`config.mk`:
```
export PLATFORM = sky130hd
export DESIGN_NAME = crypto_seq_arbiter
export DESIGN_NICKNAME = d
export VERILOG_FILES = /design/src/rtl/crypto_seq_arbiter.sv
export SDC_FILE = /design/constraint.sdc
export NUM_CORES = 1
export LEC_CHECK = 0
export BUFFER_PORTS_ARGS = -buffer_cell sky130_fd_sc_hd__buf_2
export CAP_MARGIN = 10
export CORE_MARGIN = 2
export CORE_UTILIZATION = 25
export CTS_BUF_LIST = sky130_fd_sc_hd__clkbuf_4 sky130_fd_sc_hd__clkbuf_8
export CTS_CLUSTER_DIAMETER = 150
export CTS_CLUSTER_SIZE = 28
export DETAILED_ROUTE_END_ITERATION = 7
export SYNTH_ARGS = -nofsm -noshare
export SYNTH_HDL_FRONTEND = slang
export SYNTH_SLANG_ARGS = --single-unit
```
`constraint.sdc`:
```
create_clock -name CLK -period 3.1 [get_ports CLK]
set_input_delay 0.155 -clock CLK [delete_from_list [all_inputs] [get_ports CLK]]
set_output_delay 0.155 -clock CLK [all_outputs]
set_load 0.03 [all_outputs]
```
`src/rtl/crypto_seq_arbiter.sv`:
```
// crypto_seq_arbiter: round-robin arbiter for two crypto job requesters.
// A granted job runs for ROUNDS cycles through the combinational crypto
// datapath. Each result is fed back as the next round's data. A one-cycle
// response then goes to the port that owns the job.
module crypto_seq_arbiter #(
   parameter int unsigned ROUNDS = 4
) (
   input  logic        CLK,
   input  logic        RESET,
   input  logic        REQ0_VALID,
   input  logic [31:0] REQ0_DATA,
   input  logic [31:0] REQ0_KEY,
   input  logic        REQ0_SEL,
   output logic        REQ0_READY,
   output logic        RSP0_VALID,
   output logic [31:0] RSP0_DATA,
   input  logic        REQ1_VALID,
   input  logic [31:0] REQ1_DATA,
   input  logic [31:0] REQ1_KEY,
   input  logic        REQ1_SEL,
   output logic        REQ1_READY,
   output logic        RSP1_VALID,
   output logic [31:0] RSP1_DATA,
   output logic [31:0] CM_DATA_IN,
   output logic [31:0] CM_KEY,
   output logic [1:0]  CM_CNT,
   output logic        CM_SEL,
   input  logic [31:0] CM_RESULT,
   output logic        BUSY
);

   typedef enum logic [1:0] {
      IDLE = 2'd0,
      RUN  = 2'd1,
      RESP = 2'd2
   } state_t;

   localparam logic [3:0] LAST_ROUND = 4'(ROUNDS - 1);

   state_t      state_q, state_d;
   logic [31:0] st_q, st_d;
   logic [31:0] key_q, key_d;
   logic        sel_q, sel_d;
   logic [3:0]  round_q, round_d;
   logic        owner_q, owner_d;
   logic        last_grant_q, last_grant_d;
   logic        grant0, grant1;

   // Only the datapath data, key and mode come from registers. CM_CNT is decoded from the state.
   assign CM_DATA_IN = st_q;
   assign CM_KEY     = key_q;
   assign CM_SEL     = sel_q;

   // Port 0 wins when it is alone, or on a tie when port 1 was granted last.
   assign grant0 = (state_q == IDLE) && REQ0_VALID && (!REQ1_VALID || last_grant_q);
   assign grant1 = (state_q == IDLE) && REQ1_VALID && (!REQ0_VALID || !last_grant_q);

   // State and job registers. Reset takes priority and aborts any job in flight.
   always_ff @(posedge CLK) begin
      if (RESET) begin
         state_q      <= IDLE;
         st_q         <= '0;
         key_q        <= '0;
         sel_q        <= 1'b0;
         round_q      <= '0;
         owner_q      <= 1'b0;
         last_grant_q <= 1'b1;
      end else begin
         state_q      <= state_d;
         st_q         <= st_d;
         key_q        <= key_d;
         sel_q        <= sel_d;
         round_q      <= round_d;
         owner_q      <= owner_d;
         last_grant_q <= last_grant_d;
      end
   end

   // Next-state logic and the outputs decoded from the state.
   always_comb begin
      state_d      = state_q;
      st_d         = st_q;
      key_d        = key_q;
      sel_d        = sel_q;
      round_d      = round_q;
      owner_d      = owner_q;
      last_grant_d = last_grant_q;
      REQ0_READY   = 1'b0;
      REQ1_READY   = 1'b0;
      RSP0_VALID   = 1'b0;
      RSP0_DATA    = '0;
      RSP1_VALID   = 1'b0;
      RSP1_DATA    = '0;
      CM_CNT       = 2'd0;
      BUSY         = 1'b0;
      case (state_q)
         IDLE: begin
            if (grant0 || grant1) begin
               REQ0_READY   = grant0;
               REQ1_READY   = grant1;
               st_d         = grant1 ? REQ1_DATA : REQ0_DATA;
               key_d        = grant1 ? REQ1_KEY  : REQ0_KEY;
               sel_d        = grant1 ? REQ1_SEL  : REQ0_SEL;
               owner_d      = grant1;
               last_grant_d = grant1;
               round_d      = '0;
               state_d      = RUN;
            end
         end
         RUN: begin
            BUSY   = 1'b1;
            CM_CNT = round_q[1:0];
            st_d   = CM_RESULT;
            // The round counter goes back to 0 after the last round, so it never goes past ROUNDS-1.
            if (round_q == LAST_ROUND) begin
               round_d = '0;
               state_d = RESP;
            end else begin
               round_d = round_q + 4'd1;
            end
         end
         RESP: begin
            BUSY = 1'b1;
            if (owner_q) begin
               RSP1_VALID = 1'b1;
               RSP1_DATA  = st_q;
            end else begin
               RSP0_VALID = 1'b1;
               RSP0_DATA  = st_q;
            end
            state_d = IDLE;
         end
         default: state_d = IDLE;
      endcase
   end

endmodule

```
==> summary.md <==
| Metric | Value |
|---|---|
| Synth Instances | a little under 500 |
| Crit path time final | approximately 2.3 ns |
| Register area | ~0.0015 mm² |
| Port bufs | 301 |
| Dpl cell area | about 0.0059 mm² |
| Leakage | between 0.003 and 0.004 µW |
| Synth warnings | 0 |
| Post-synth cell types | 35 |
| Htree depth | 3 |
| Vias in the first global route | ~4300 |
| Least-Margin Pin Slew | between 0.6 and 0.7 ns |
| Kind of critical path | register to output port |
| Chip width | ~130 µm |
| Detail Route Antenna Nets | 0 |
| PostCTS Resize Cnt | 0 |
| Clock sink total | 73 |
| Vias | approximately 4500 |
| Layout cells sized above 1 | a little over two fifths |
| Dpl ws | 1.01 ns |
| Antenna cell count | 0 |
| Critical path buffers and inverters | 3 |
| Max-slew headroom | between 50% and 60% |
| Min setup slack post-route | about 0.82 ns |
| Post-CTS setup buffer count | 0 |
| GP Congestion | around 0.78 |
| First-iteration detailed-routing DRC count | roughly 140 |
| Total chip power | about 5700 µW |
| Period utilization | 73.5% |
| Final setup fails | 0 |
| GRT Overall Usage | approximately 16% |
| # hold bufs at CTS | 0 |
| Final std cells w/o fill | 991 |
| Die Height | 134 µm |
| GRT Residual Overflow | 0 |
| Clock Latency Late Sink | 0.35 ns |
| Antenna violations before repair | 1 |
| DRC viols | 0 |
| CTS Buf Count | 9 |
| Sw Ratio | between 50 and 60% |
| Total net switching power | about 2900 µW |
| Worst Setup Start Kind | register |
| Crit-path slowest cell | buf_4 |
| Max cap viols | 0 |
| Post-DP HPWL | between 10000 and 15000 µm |
| Clock transition at the registers of the reported paths | approximately 0.080 ns |
| Multi-input gate area | between 0.002 and 0.003 mm² |
| CTS Buffer Depth | 2 |
| Setup Total Neg Slack | 0 ns |
| Combinational power share | about three fifths |
| Max Clock Skew | just under 0.008 ns |
| Via density | ~4.6 |
| FF-to-FF setup slack | 0.99 ns |
| Core box area | between 0.015 and 0.02 mm² |
| CTS tree | built |
| Nature of the critical path endpoint | output port |
| Starting density of the core | 25.5% |
| Global-route wire length before repair | roughly 22000 µm |
| Row cnt | 47 |
| RSZ-0062 raised after global routing | false |
| Syn avg cell area | around 8.6 µm² |
| Area Overhead vs Synth | 43.7% |
| Worst Hold Class | input port to register |
| Internal cell power | roughly 2800 µW |
| Delay-heaviest family, CP | buffers and inverters |
| Fmax | 439 MHz |
| Mapped cell area | between 0.004 and 0.005 mm² |
| Layout fillers | between 1500 and 2000 |
| Peak supply drop | between 0.0003 and 0.0004 V |
| Final Hold Fails | 0 |
| Drt total wl | approximately 15000 µm |
| Layout Nets | between 900 and 1000 |
| Critical path arrival | 2.12 ns |
| Pre-antenna DRT Iters | 4 |
| Root buf cell | clkbuf_8 |
| CP Cell Sequence | inv_1 -> ha_1 -> nand2_1 -> a21oi_4 -> buf_4 -> buf_2 |
| Dpl cells | 976 |
| Largest net degree at the start of global routing | 60 |
| Wire per inst | ~15 µm |
| CP peak stage delay | between 0.4 and 0.5 ns |
| Design Area, Final | 0.00605 mm² |
| PwrDens | 944 mW/mm² |
| Sequential element share of the synthesized area | between 30% and 40% |
| Synth Register Bits | 73 |
| Top Ports | ~300 |
| Status | complete, no violations |
| Worst EP required | 2.94 ns |
| Synth Net Count | ~660 |
| Seq pwr share | 29.6% |
| Final slew viol count | 0 |
| DIE AREA | between 0.015 and 0.02 mm² |
| Clock power frac | about an eighth |
| Critical path fanouts, max | 34 |
-- through the flow --
stage	utilization [%]	hold slack [ns]
after CTS	36.6	0.110
after floorplan	-	0.345
after global placement	35.6	0.485
after global routing	36.6	0.122
final	36.6	0.133
after detailed placement	35.6	0.492
-- cell usage after synthesis (all sizes together) --
cell,number,area (µm²)
a32o,32,320
a211o,1,8.76
o21a,1,7.51
nand3,2,10.0
nor3,1,5.00
nor3b,1,7.51
a211oi,33,248
o21ba,1,10.0
or4,1,7.51
nor2,105,394
nand2b,33,206
a21oi,4,23.8
and2,35,219
o31ai,1,7.51
or3b,2,20.0
nor2b,2,12.5
nand2,2,7.51
o22ai,1,6.26
buf,20,143
o21ai,2,13.8
mux2i,66,661
and3,32,200
clkbuf,26,97.6
dfxtp,73,1460
ha,5,62.6
a22oi,1,7.51
nand3b,2,15.0
a32oi,1,8.76
inv,5,18.8
-- flip-flops by register name, summed over array words and instances, names as in the netlist --
signal	flops
CM_KEY	32
CM_SEL	1
CM_DATA_IN	32
state_q	2
round_q	4
owner_q	1
last_grant_q	1
-- final cells by class --
cell class	instances	share of cell area, %
Clock buffer	12	2.52
Clock inverter	3	0.289
Inverter	5	0.310
Multi-Input combinational cell	367	41.6
Sequential cell	73	24.2
Tap cell	220	4.55
Timing Repair Buffer	311	26.6
-- tightest hold or removal path, delay by kind of cell --
| kind | cells | cell delay [ns] |
|---|---|---|
| buf+inv | 1 | 0.09 |
| mux | 1 | 0.11 |
| compound gates | 1 | 0.08 |
-- per-layer routing --
layer	share of wire, %	GRT usage (%)
met4	1.5	5.20
met2	48	28.1
met3	9.3	4.65
met5	0	0
met1	41	18.1
-- cells by family after synthesis --
group | count (synthesis) | synth area share, %
buffers and inverters | 51 | 6.15
AOI/OAI and AO/OA | 78 | 15.7
and+or+nand+nor | 218 | 26.2
DFF | 73 | 34.7
muxes | 66 | 15.7
adders and majority gates | 5 | 1.49
-- path summary, 6_finish.rpt --
path / startpoint / depth (start not counted) / endpoint
worst max-delay path: state_q[1]$_SDFFE_PP0P_ / 6 / REQ1_READY
worst min-delay path: REQ0_KEY[16] / 3 / CM_KEY[16]$_SDFFE_PP0P_
worst max register to register: state_q[1]$_SDFFE_PP0P_ / 7 / CM_DATA_IN[28]$_SDFFE_PP0P_
worst min register to register: CM_KEY[20]$_SDFFE_PP0P_ / 2 / CM_KEY[20]$_SDFFE_PP0P_
-- power groups by stage --
stage / sequential (µW) / clock [µW] / combinational, µW
floorplan: 2370 / 0 / 1740
global placement: 1710 / 0 / 3370
detailed placement: 1710 / 0 / 3370
CTS: 1700 / 730 / 3380
global route: 1750 / 762 / 3640
finish: 1690 / 686 / 3340
-- cell usage in the layout (no fill, tap or decap) --
| cell type | instances |
|---|---|
| buf_2 | 301 |
| nor2_1 | 104 |
| dfxtp_1 | 73 |
| mux2i_1 | 66 |
| and2_1 | 35 |
| a211oi_1 | 33 |
| nand2b_1 | 33 |
| and3_1 | 32 |
| a32o_1 | 32 |
| clkbuf_8 | 10 |
| buf_4 | 8 |
| inv_1 | 5 |
| ha_1 | 4 |
| a21oi_1 | 3 |
| nor2b_2 | 2 |
| nand2_1 | 2 |
| nand3b_1 | 2 |
| nand3_1 | 2 |
| clkbuf_4 | 2 |
| clkinv_2 | 2 |
| buf_12 | 2 |
| a21oi_4 | 1 |
| o21a_2 | 1 |
| nor3b_1 | 1 |
| o22ai_1 | 1 |
| or3b_4 | 1 |
| o21ai_2 | 1 |
| a22oi_1 | 1 |
| a32oi_1 | 1 |
| or3b_2 | 1 |
| o31ai_1 | 1 |
| nor2_2 | 1 |
| nor3_1 | 1 |
| or4_1 | 1 |
| o21ai_0 | 1 |
| o21ba_2 | 1 |
| a211o_1 | 1 |
| ha_4 | 1 |
| clkinvlp_4 | 1 |
Power figures use the tool's default switching activity.
